===== config.mk =====
export PLATFORM = sky130hd
export DESIGN_NAME = spi_frame_master
export DESIGN_NICKNAME = d
export VERILOG_FILES = /design/src/rtl/spi_pkg.sv /design/src/rtl/spi_half_period_timer.sv /design/src/rtl/spi_frame_master.sv
export SDC_FILE = /design/constraint.sdc
export NUM_CORES = 1
export LEC_CHECK = 0
export CORE_MARGIN = 3
export CORE_UTILIZATION = 59
export DETAILED_ROUTE_END_ITERATION = 12
export PLACE_DENSITY = 0.82
export SYNTH_ARGS = -nofsm -noshare
export SYNTH_HDL_FRONTEND = slang
export SYNTH_SLANG_ARGS = --single-unit
export TNS_END_PERCENT = 30

===== constraint.sdc =====
create_clock -name clk -period 4.7 [get_ports clk]
set_clock_uncertainty 0.05 [all_clocks]
set_input_delay 0.705 -clock clk [delete_from_list [all_inputs] [get_ports clk]]
set_output_delay 0.705 -clock clk [all_outputs]
set_load 0.005 [all_outputs]

===== src/rtl/spi_pkg.sv =====
// Shared types and constants for the SPI frame master.
package spi_pkg;

  typedef enum logic [2:0] {
    ST_IDLE,
    ST_SETUP,
    ST_LOAD,
    ST_SHIFT,
    ST_GAP,
    ST_FINISH
  } spi_master_state_t;

  localparam int SPI_FRAME_BYTES_32x32 = 1024;
  localparam int SPI_MIN_CLK_DIV       = 4;

endpackage


===== src/rtl/spi_half_period_timer.sv =====
// Loadable down-counter; tc is high while the count sits at zero.
module spi_half_period_timer #(
  parameter int W = 16
) (
  input  logic         clk,
  input  logic         rst_n,
  input  logic         load,
  input  logic [W-1:0] load_val,
  output logic         tc
);

  logic [W-1:0] count;

  always_ff @(posedge clk or negedge rst_n) begin
    if (!rst_n) begin
      count <= '0;
    end else if (load) begin
      count <= load_val;
    end else if (count != '0) begin
      count <= count - W'(1);
    end
  end

  // Loading N-1 on state entry keeps the state for exactly N cycles.
  assign tc = (count == '0);

endmodule


===== src/rtl/spi_frame_master.sv =====
// SPI mode-0 master streaming one full frame of bytes with SS held low throughout.
module spi_frame_master
  import spi_pkg::*;
#(
  parameter int CLK_DIV     = 8,
  parameter int FRAME_BYTES = SPI_FRAME_BYTES_32x32,
  parameter int GAP_CYCLES  = 4,
  parameter int CNT_W       = $clog2(FRAME_BYTES + 1)
) (
  input  logic              clk,
  input  logic              rst_n,
  input  logic              frame_start,
  input  logic              abort,
  input  logic [7:0]        pix_data,
  input  logic              pix_valid,
  output logic              pix_ready,
  output logic              spi_sclk,
  output logic              spi_mosi,
  input  logic              spi_miso,
  output logic              spi_ss,
  output logic              busy,
  output logic [CNT_W-1:0]  byte_count,
  output logic [7:0]        miso_byte,
  output logic              frame_done,
  output spi_master_state_t dbg_state
);

  // Handshake: a byte moves on a rising clk edge where pix_valid && pix_ready;
  // pix_data must be stable while pix_valid is high, pix_ready only in LOAD.

  localparam int TW = 16;
  localparam logic [TW-1:0] LD_HALF = TW'(CLK_DIV - 1);
  localparam logic [TW-1:0] LD_GAP  = TW'((GAP_CYCLES > 0) ? GAP_CYCLES - 1 : 0);

  spi_master_state_t state;
  logic [7:0]        tx_sr;
  logic [7:0]        rx_sr;
  logic [2:0]        bit_idx;
  logic              tmr_load;
  logic [TW-1:0]     tmr_val;
  logic              tmr_tc;
  logic              last_byte;

  assign last_byte = (byte_count == CNT_W'(FRAME_BYTES - 1));

  // The timer reloads on every state or SCLK phase change, so it never wraps across states.
  always_comb begin
    tmr_load = (state == ST_IDLE) || (state == ST_LOAD) || tmr_tc;
    tmr_val  = LD_HALF;
    if (state == ST_SHIFT && spi_sclk && bit_idx == 3'd7 && !last_byte) begin
      tmr_val = LD_GAP;
    end
  end

  spi_half_period_timer #(.W(TW)) u_timer (
    .clk      (clk),
    .rst_n    (rst_n),
    .load     (tmr_load),
    .load_val (tmr_val),
    .tc       (tmr_tc)
  );

  always_ff @(posedge clk or negedge rst_n) begin
    if (!rst_n) begin
      state      <= ST_IDLE;
      spi_ss     <= 1'b1;
      spi_sclk   <= 1'b0;
      spi_mosi   <= 1'b0;
      byte_count <= '0;
      miso_byte  <= 8'h00;
      frame_done <= 1'b0;
      tx_sr      <= 8'h00;
      rx_sr      <= 8'h00;
      bit_idx    <= 3'd0;
    end else begin
      frame_done <= 1'b0;
      if (abort && state != ST_IDLE) begin
        state    <= ST_IDLE;
        spi_ss   <= 1'b1;
        spi_sclk <= 1'b0;
        spi_mosi <= 1'b0;
      end else begin
        case (state)
          ST_IDLE: begin
            if (frame_start && !abort) begin
              state      <= ST_SETUP;
              spi_ss     <= 1'b0;
              byte_count <= '0;
            end
          end
          ST_SETUP: begin
            if (tmr_tc) state <= ST_LOAD;
          end
          ST_LOAD: begin
            if (pix_valid) begin
              tx_sr    <= pix_data;
              spi_mosi <= pix_data[7];
              bit_idx  <= 3'd0;
              state    <= ST_SHIFT;
            end
          end
          ST_SHIFT: begin
            if (tmr_tc) begin
              if (!spi_sclk) begin
                spi_sclk <= 1'b1;
                rx_sr    <= {rx_sr[6:0], spi_miso};
              end else begin
                spi_sclk <= 1'b0;
                if (bit_idx == 3'd7) begin
                  byte_count <= byte_count + CNT_W'(1);
                  miso_byte  <= rx_sr;
                  if (last_byte)            state <= ST_FINISH;
                  else if (GAP_CYCLES == 0) state <= ST_LOAD;
                  else                      state <= ST_GAP;
                end else begin
                  bit_idx  <= bit_idx + 3'd1;
                  spi_mosi <= tx_sr[6];
                  tx_sr    <= {tx_sr[6:0], 1'b0};
                end
              end
            end
          end
          ST_GAP: begin
            if (tmr_tc) state <= ST_LOAD;
          end
          ST_FINISH: begin
            if (tmr_tc) begin
              spi_ss     <= 1'b1;
              spi_mosi   <= 1'b0;
              frame_done <= 1'b1;
              state      <= ST_IDLE;
            end
          end
          default: state <= ST_IDLE;
        endcase
      end
    end
  end

  // Gating with abort keeps a byte from being consumed on the cycle the frame is killed.
  assign pix_ready = (state == ST_LOAD) && !abort;
  assign busy      = (state != ST_IDLE);
  assign dbg_state = state;

endmodule

==> flow_summary.yaml, run 1 <==
job:
  cap_viol_max_count: 0
setup_path:
  worstSetupEndpointType: "primary output"
  worstPathRequired_ns: 3.94
  timing.rr.start: "dbg_state[0]$_DFFE_PN0P_"
  worstPathArrival_ns: 2.39
  worstPathMaxFanout: 15
  r2r_end: "miso_byte[2]$_DFFE_PN0P_"
  r2r_slack_ns: 1.71
  cp-start-kind: "input port"
  critPathKind: "input port to primary output"
  rr_worst_depth: 5
drt:
  wl_um: 6550
  drc: 0
  first_pass_iters: 4
  drt.antenna.violating_nets: 0
  wl_per_cell_um: 15.4
  vias_per_cell: 5.81
  initialDrtViolationCount: 277
  num_vias: 2477
grt:
  grt_overflow: 0
  grt_start_max_net_pins: 61
  grt_pass1_wl_um: 11600
  grt_pass1_vias: 2427
  antenna_found_initial: 0
  grt_usage_pct: 24.3
floorplan:
  die_area_sq_um: 6070
  core_area_sq_um: 4850
  initial_core_util_pct: 63.0
  std_cell_rows: 25
  die_x_um: 77.9
  io_pins: 42
  die_h_um: 77.9
layout:
  final_core_util_pct: 76.3
  design_area_sq_um: 3700
  drive_gt1_share_pct: 13.4
  antenna_cells: 0
  layoutNonFillerInstCount: 426
  seqCellArea_sq_um: 1500
  nFillCells: 346
  nets: 372
  syn2layout_area_growth_pct: 21.1
  multi_input_area_sq_um: 1440
yosys:
  synth-edff-count: 0
  synth_cell_types: 46
  avgSynthCellArea_sq_um: 9.72
  ys.warnings.count: 0
  ys_seq_area_share_pct: 49.2
  ys_async_sr_fraction_pct: 100
  syn_area_sq_um: 3050
  synth_cells: 314
  synth_ff_type: "dfrtp_1"
  synth_nets: 332
  ys_ff_latch: 60
cts:
  insertion_delay_ns: 0.34
  h-tree-depth: 3
  cts_tree: "built"
  cts-buffers-inserted: 9
  cts.clk_slew.worst_paths_ns: 0.07
  cts_resized: 0
  post_cts_buffers: 0
  cts_hold_buf: 0
  cts_max_path_buffers: 2
  ctsRootBufferMaster: "clkbuf_8"
  cts_sinks: 60
timing:
  slew_violations: 0
  setup_tns_ns: 0
  relSlewSlack_pct: 32.7
  hold_viol: 0
  tightest_slew_ns: 1.00
  finalCritPeriodShare_pct: 66.9
  setup_violations: 0
  min_period_ns: 3.14
  fmax_mhz: 318
  rsz0062_at_grt: "false"
pwr:
  power.density_nw_per_um2: 432
  ir_drop_v: 0.000350
  p_leak_uw: 0.00161
  total_power_uw: 1600
worst_hold_path:
  hold_path.class: "input port to async pin"
placed_design:
  dp.cells: 410
  dp_hpwl_um: 4450
  io_buffers: 41
  place.gp.congestion: 0.840
  place_area_sq_um: 3500
outcome:
  status: "completed"
==> power breakdown <==
part / leakage (uW) / switching [uW] / total, uW / internal (uW)
logic: 0.000711 / 221 / 429 / 208
clock network: 0.0000958 / 220 / 467 / 247
registers: 0.000800 / 102 / 700 / 598
==> cell families after synthesis <==
group / after synthesis / share of synthesized area [%]
compound gates: 58 / 12.0
xor+xnor: 11 / 3.16
fa+ha+maj: 4 / 1.64
buf+inv: 27 / 3.65
flops: 60 / 49.2
mux: 26 / 9.47
simple gates: 128 / 20.9
==> how the worst max path moves through the flow <==
stage,startpoint,endpoint,slack [ns]
CTS,abort,pix_ready,1.59
detailed placement,abort,byte_count[5]$_DFFE_PN0P_,1.56
finish,abort,pix_ready,1.56
global route,abort,pix_ready,1.44
global placement,abort,byte_count[5]$_DFFE_PN0P_,1.62
floorplan,frame_start,byte_count[5]$_DFFE_PN0P_,2.28
==> critical path, stage by stage <==
cell and delay [ns]:
clkdlybuf4s50_1 0.64, nor2_1 0.29, nand2_1 0.11, nor2_1 0.13, clkdlybuf4s50_1 0.51
==> through the flow <==
step                      setup slack [ns]  hold slack [ns]
after global routing                  1.44            0.481
after global placement                1.62            0.426
final                                 1.56            0.452
after floorplan                       2.28            0.359
after CTS                             1.59            0.459
after detailed placement              1.56            0.442
==> per-layer routing <==
| layer | track usage (%) | part of all wire [%] | vias up | routed length (um) |
|---|---|---|---|---|
| met2 | 36.8 | 48 | 69 | 3150 |
| met1 | 34.3 | 45 | 1202 | 2980 |
| met4 | 11.0 | 2.2 | 0 | 142 |
| met5 | 0 | 0 | - | 0 |
| li1 | - | - | 1195 | - |
| met3 | 4.18 | 4.2 | 11 | 275 |
==> cell usage after synthesis, types with 2 or more instances <==
cell | n | share of area, %
dfrtp_1 | 59 | 48
nand2_1 | 40 | 4.9
nor2_1 | 30 | 3.7
mux2_2 | 23 | 8.5
a21oi_1 | 19 | 3.1
o21ai_0 | 14 | 2.3
nand3_1 | 13 | 2.1
inv_1 | 12 | 1.5
clkbuf_1 | 11 | 1.4
or3_1 | 10 | 2.0
nor3_1 | 9 | 1.5
o31ai_1 | 8 | 2.0
xor2_1 | 6 | 1.7
nand4_1 | 5 | 1.0
or4_1 | 5 | 1.2
xnor2_1 | 5 | 1.4
ha_1 | 4 | 1.6
a31oi_1 | 3 | 0.61
mux2i_1 | 3 | 0.98
a2111o_1 | 2 | 0.74
a21o_1 | 2 | 0.49
buf_4 | 2 | 0.49
nor2b_1 | 2 | 0.41
nor3b_1 | 2 | 0.49
nor4b_1 | 2 | 0.57
o211ai_1 | 2 | 0.49
or2_2 | 2 | 0.41
==> layout make-up <==
type,instances,area share [%]
Timing Repair Buffer,44,11.6
Multi-Input combinational cell,227,38.9
Sequential cell,60,40.6
Clock buffer,9,3.35
Tap cell,67,2.27
Inverter,12,1.22
Clock inverter,7,2.06
==> placed cells by master (no fill, tap or decap), types with 3 or more instances in the layout <==
cell type | synthesis | final
clkdlybuf4s50_1 | 0 | 40
nor3_1 | 9 | 9
a21oi_1 | 19 | 19
or4_1 | 5 | 5
o31ai_1 | 8 | 8
inv_1 | 12 | 12
xor2_1 | 6 | 6
dfrtp_1 | 59 | 59
o21ai_0 | 14 | 14
or3_1 | 10 | 10
mux2_2 | 23 | 23
ha_1 | 4 | 4
clkbuf_8 | 0 | 9
a31oi_1 | 3 | 3
nand2_1 | 40 | 40
xnor2_1 | 5 | 5
mux2i_1 | 3 | 3
buf_4 | 2 | 3
nor2_1 | 30 | 30
nand4_1 | 5 | 5
nand3_1 | 13 | 13
==> sequential cells by signal, summed over array words and instances (netlist names), 3 cells and up <==
signal and count:
u_timer.count 16, byte_count 11, miso_byte 8, rx_sr 8
tx_sr 7, bit_idx 3, dbg_state 3
No activity file was read; power rests on OpenSTA's default activity.
==> inputs of run 2 (changes only) <==
CORE_UTILIZATION = 55   (was 59)
PLACE_DENSITY = 0.77   (was 0.82)
clock period = 2.9 ns   (was 4.7 ns; I/O delays follow)
==> run 2 against run 1 <==
Net effect: via count up 1.3%; critical endpoint is now tx_sr[4]$_DFFE_PN0P_; utilization decreased by 4.6 points; highest routed layer unchanged; combinational power increased by 74%.
==> flow_summary.yaml, run 2 (synthesis results as in run 1) <==
cts:
  cts_max_path_buffers: 2
  insertion_delay_ns: 0.34
  cts.clk_slew.worst_paths_ns: 0.07
  cts_hold_buf: 0
  cts_tree: "built"
  ctsRootBufferMaster: "clkbuf_8"
  post_cts_buffers: 0
  cts-buffers-inserted: 9
  cts_resized: 0
  cts_sinks: 60
  h-tree-depth: 3
grt:
  grt_pass1_vias: 2459
  grt_overflow: 0
  grt_start_max_net_pins: 61
  grt_pass1_wl_um: 11000
  grt_usage_pct: 21.8
  antenna_found_initial: 0
placed_design:
  io_buffers: 41
  dpl_worst_slack_ns: 0.116
  place.gp.congestion: 0.845
  dp_hpwl_um: 4560
drt:
  drt.antenna.violating_nets: 0
  drc: 0
  initialDrtViolationCount: 235
  vias_per_cell: 5.75
  num_vias: 2508
  wl_um: 6460
  first_pass_iters: 4
  wl_per_cell_um: 14.8
setup_path:
  crit_path_max_incr_delay_ns: 0.63
  worstSetupEndpointType: "register"
  cp_slowest_cell: "or4_1"
  critPathKind: "register to register"
  path_cells: "or4_1 > and4b_1 > a21oi_1 > nor3b_1 > buf_4 > mux2_2"
  worstPathMaxFanout: 10
  worstPathRequired_ns: 3.07
  worstPathArrival_ns: 2.91
  cp-start-kind: "register"
pwr:
  power.density_nw_per_um2: 698
  p_clk_share_pct: 28.9
  ir_drop_v: 0.000494
  power.internal_uw: 1740
  sw_frac_of_total_pct: 33.6
  pwr-share-seq_pct: 42.6
  p_leak_uw: 0.00164
  power.share.combinational_pct: 28.4
  p_switching_uw: 881
layout:
  largest_register_ffs: 16
  nets: 379
  final_cell_mix: "59 x dfrtp_1, 40 x nand2_1, 40 x clkdlybuf4s50_1, 30 x nor2_1, 23 x mux2_2"
  drive_gt1_share_pct: 15.0
  top_register: "u_timer.count"
  antenna_cells: 0
  layout_commonest_cell: "dfrtp_1"
  top_regs: "u_timer.count x16, byte_count x11"
  syn2layout_area_growth_pct: 23.0
  nFillCells: 415
timing:
  hold_viol: 0
  min_period_ns: 2.74
  finalCritPeriodShare_pct: 94.3
  tightest_slew_ns: 0.734
  setup_ws_ns: 0.165
  setup_tns_ns: 0
  setup_violations: 0
  fmax_mhz: 366
  relSlewSlack_pct: 51.1
  slew_violations: 0
  rsz0062_at_grt: "false"
floorplan:
  die_area_sq_um: 6480
  die_x_um: 80.5
  std_cell_rows: 26
  initial_core_util_pct: 58.3
  core_area_sq_um: 5240
  io_pins: 42
  die_h_um: 80.5
worst_hold_path:
  hold_path.class: "input port to async pin"
outcome:
  status: "completed"
job:
  cap_viol_max_count: 0
==> run 2: cell types whose count changed in the layout (fill, tap and decap cells not counted) <==
cell	previous run	this run
buf_4	3	10
clkinv_4	2	1
clkinvlp_4	2	3
==> run 2: worst paths after layout <==
path                                                    from                      endpoint  slack, ns  cells past startpoint
min in group clk                u_timer.count[0]$_DFFE_PN0P_  u_timer.count[0]$_DFFE_PN0P_       0.44                      1
worst max register to register  u_timer.count[7]$_DFFE_PN0P_          tx_sr[4]$_DFFE_PN0P_       0.16                      6
worst min-delay path                                   rst_n          frame_done$_DFF_PN0_       0.18                      2
worst max-delay path            u_timer.count[7]$_DFFE_PN0P_          tx_sr[4]$_DFFE_PN0P_       0.16                      6
max in group asynchronous                              rst_n          tx_sr[6]$_DFFE_PN0P_       2.13                      2
worst min register to register  u_timer.count[0]$_DFFE_PN0P_  u_timer.count[0]$_DFFE_PN0P_       0.44                      1
==> run 2: area by class of cell <==
type	count	area, sq um	area share [%]
repair buffers	51	480	12.8
well taps	70	87.6	2.33
clock buffers	9	124	3.30
inverters	12	45.0	1.20
flip-flops and latches	60	1500	40.0
clock inverters	7	75.1	2.00
multi-input cells	227	1440	38.3
==> run 2: per-layer routing <==
layer  share of wire, %  up-vias  GRT usage, %
met3                4.3       13          5.04
met1                 44     1221          28.0
met4                2.1        0          9.63
met5                  0        -             0
li1                   -     1203             -
met2                 50       71          35.3
==> run 2: through the flow <==
stage / cells / cell area, sq um / power, uW / utilization [%] / hold slack (ns)
3_5_place_dp: 420 / 3550 / 1880 / 67.9 / 0.429
2_1_floorplan: 314 / 3050 / 1560 / - / 0.0894
3_3_place_gp: 420 / 3550 / 1850 / 67.9 / 0.424
6_report: 436 / 3750 / 2620 / 71.7 / 0.178
4_1_cts: 436 / 3750 / 2640 / 71.7 / 0.213
5_1_grt: 436 / 3750 / 2790 / 71.7 / 0.224
==> run 2: worst max-delay path: cells and delay by family (launching register included) <==
kind	cells	cell delay, ns
simple gates	3	1.39
buf+inv	1	0.26
mux	1	0.36
compound gates	1	0.14
flops	1	0.42
==> run 2: power groups by stage <==
stage | registers [uW] | logic (uW) | clock network, uW
after floorplan | 1070 | 499 | 0
after global placement | 1120 | 725 | 0
after detailed placement | 1130 | 747 | 0
after CTS | 1120 | 753 | 767
after global routing | 1140 | 838 | 811
final | 1120 | 745 | 758
==> inputs of run 3 (changes only) <==
SLEW_MARGIN = 30   (was default)
SYNTH_HIERARCHICAL = 1   (was default)
==> run 3 against run 2 <==
Net effect: setup slack got worse by 0.040 ns; utilization shrank 0.72 points; critical path depth grew 4; sequential power is 11% higher; power is 14% higher.
==> flow_summary.yaml, run 3 <==
cts:
  cts_hold_buf: 0
  h-tree-depth: 3
  cts_max_path_buffers: 2
  insertion_delay_ns: 0.34
  ctsRootBufferMaster: "clkbuf_8"
  cts_sinks: 60
  cts.clk_slew.worst_paths_ns: 0.07
  cts-buffers-inserted: 9
  cts_tree: "built"
layout:
  layout_commonest_cell: "dfrtp_1"
  drive_gt1_share_pct: 17.7
  nFillCells: 426
  multi_input_area_sq_um: 1690
  final_cell_mix: "59 x dfrtp_1, 51 x nand2_1, 40 x clkdlybuf4s50_1, 24 x mux2_2, 17 x o21ai_0"
  largest_register_ffs: 16
  layoutNonFillerInstCount: 461
  syn2layout_area_growth_pct: 23.4
  antenna_cells: 0
  top_regs: "u_timer/count x16, byte_count x11"
  nets: 402
  seqCellArea_sq_um: 1500
  top_register: "u_timer/count"
yosys:
  synth_cell_types: 63
  ys_ff_latch: 60
  ys_seq_area_share_pct: 46.6
  synth_top_cell_by_area: "dfrtp_1"
  ys.warnings.count: 6
  synth-edff-count: 0
  synth_cells: 324
  synth_top_cell_area_share_pct: 45.8
  synth_commonest_cells: "59 x dfrtp_1, 51 x nand2_1, 24 x mux2_2"
  ys_async_sr_fraction_pct: 100
  synth_area_leaders: "dfrtp_1 46%, mux2_2 8.4%, nand2_1 5.9%"
  syn_area_sq_um: 3230
  synth_ff_type: "dfrtp_1"
  avgSynthCellArea_sq_um: 9.96
  yosysMostFrequentCell: "dfrtp_1"
timing:
  hold_viol: 0
  min_period_ns: 2.78
  finalCritPeriodShare_pct: 95.7
  setup_violations: 0
  relSlewSlack_pct: 49.3
  slew_violations: 0
  tightest_slew_ns: 0.760
  fmax_mhz: 360
setup_path:
  worstPathMaxFanout: 9
  critPathKind: "register to register"
  cp-start-kind: "register"
  r2r_slack_ns: 0.12
  worstPathRequired_ns: 3.08
  worstPathArrival_ns: 2.95
  worstSetupEndpointType: "register"
floorplan:
  die_area_sq_um: 6820
  die_x_um: 82.6
  core_area_sq_um: 5610
  io_pins: 42
  die_h_um: 82.6
  initial_core_util_pct: 57.5
  std_cell_rows: 27
drt:
  drt.antenna.violating_nets: 0
  wl_per_cell_um: 14.8
  drc: 0
  initialDrtViolationCount: 119
  vias_per_cell: 5.55
  num_vias: 2557
  first_pass_iters: 4
  wl_um: 6830
job:
  cap_viol_max_count: 0
pwr:
  power.density_nw_per_um2: 750
  total_power_uw: 2990
  ir_drop_v: 0.000529
  p_leak_uw: 0.00176
placed_design:
  dp.cells: 444
  dp_hpwl_um: 4640
  io_buffers: 41
  place.gp.congestion: 0.776
grt:
  antenna_found_initial: 0
  grt_usage_pct: 22.5
  grt_overflow: 0
  grt_start_max_net_pins: 61
  grt_pass1_vias: 2489
  grt_pass1_wl_um: 11400
outcome:
  status: "completed"
worst_hold_path:
  hold_path.class: "input port to async pin"
[run 3: cell types whose count changed after synthesis, sizes merged, moves of 5 or more]
cell,change
a21oi,-5
inv,-8
nand2,+11
nand2b,+5
nor2,-13
o21ai,+5
[run 3: kinds of logic (layout without fill, tap and decap cells)]
group	after synthesis	in the layout	synth area share, %
XOR/XNOR	12	12	3.26
buffers and inverters	20	72	2.68
other	2	15	0.233
AND/OR/NAND/NOR	135	135	23.5
adder cells (fa/ha/maj)	4	4	1.55
AO/OA/AOI/OAI	63	63	12.4
multiplexers	28	28	9.77
flip-flops	60	60	46.6
[run 3: final cells by class]
class                      count  share of cell area [%]
multi-input combinational    257                    42.6
clock buffer                   9                    3.11
tap                           72                    2.26
sequential                    60                    37.8
inverter                       5                   0.566
timing repair buffer          51                    12.4
clock inverter                 7                    1.32
[run 3: repair_timing]
item / in CTS / in global routing
setup endpoints to repair: 0 / 6
gates resized for setup: 0 / 3
hold endpoints to repair: 0 / 0
buffers inserted: 0 / 1
[run 3: power breakdown]
group	leakage, uW	internal (uW)	switching, uW
combinational	0.000889	541	539
clock	0.0000896	313	354
sequential	0.000776	1040	196
total	0.00176	1900	1090
[run 3: layer usage]
layer  vias up  wire length [um]  part of all wire (%)  global-route usage [%]
met1      1207              2980                    44                    26.9
met3        23               362                   5.3                    7.16
met5         -                 0                     0                       0
met2        66              3270                    48                    36.1
met4         0               223                   3.3                    11.6
li1       1261                 -                     -                       -
[run 3: path summary, 6_finish.rpt]
kind	startpoint	endpoint	cells past startpoint
worst max-delay path	u_timer/count[0]$_DFFE_PN0P_	dbg_state[0]$_DFFE_PN0P_	10
worst min-delay path	rst_n	bit_idx[0]$_DFFE_PN0P_	2
worst max register to register	u_timer/count[0]$_DFFE_PN0P_	dbg_state[0]$_DFFE_PN0P_	10
worst min register to register	rx_sr[7]$_DFFE_PN0P_	miso_byte[7]$_DFFE_PN0P_	2
max in group asynchronous	rst_n	tx_sr[6]$_DFFE_PN0P_	2
min in group clk	rx_sr[7]$_DFFE_PN0P_	miso_byte[7]$_DFFE_PN0P_	2
[run 3: metrics by stage]
step	area (sq um)	hold slack [ns]	worst slack, ns	util [%]	TNS [ns]
after floorplan	3270	0.0894	0.227	-	0
after global placement	3770	0.405	0.246	67.2	0
after detailed placement	3770	0.411	0.0906	67.2	0
after CTS	3950	0.219	0.0591	70.4	0
after global routing	3980	0.243	-0.00441	71.0	-0.00441
final	3980	0.193	0.124	71.0	0
[run 3: critical path, stage by stage, from the launching register on]
cell	delay, ns
dfrtp_1	0.38
inv_1	0.09
ha_1	0.23
or3b_4	0.28
nand4b_4	0.21
nor2_8	0.07
buf_12	0.14
and3_4	0.17
or4_4	0.54
o211ai_1	0.15
mux2_2	0.36
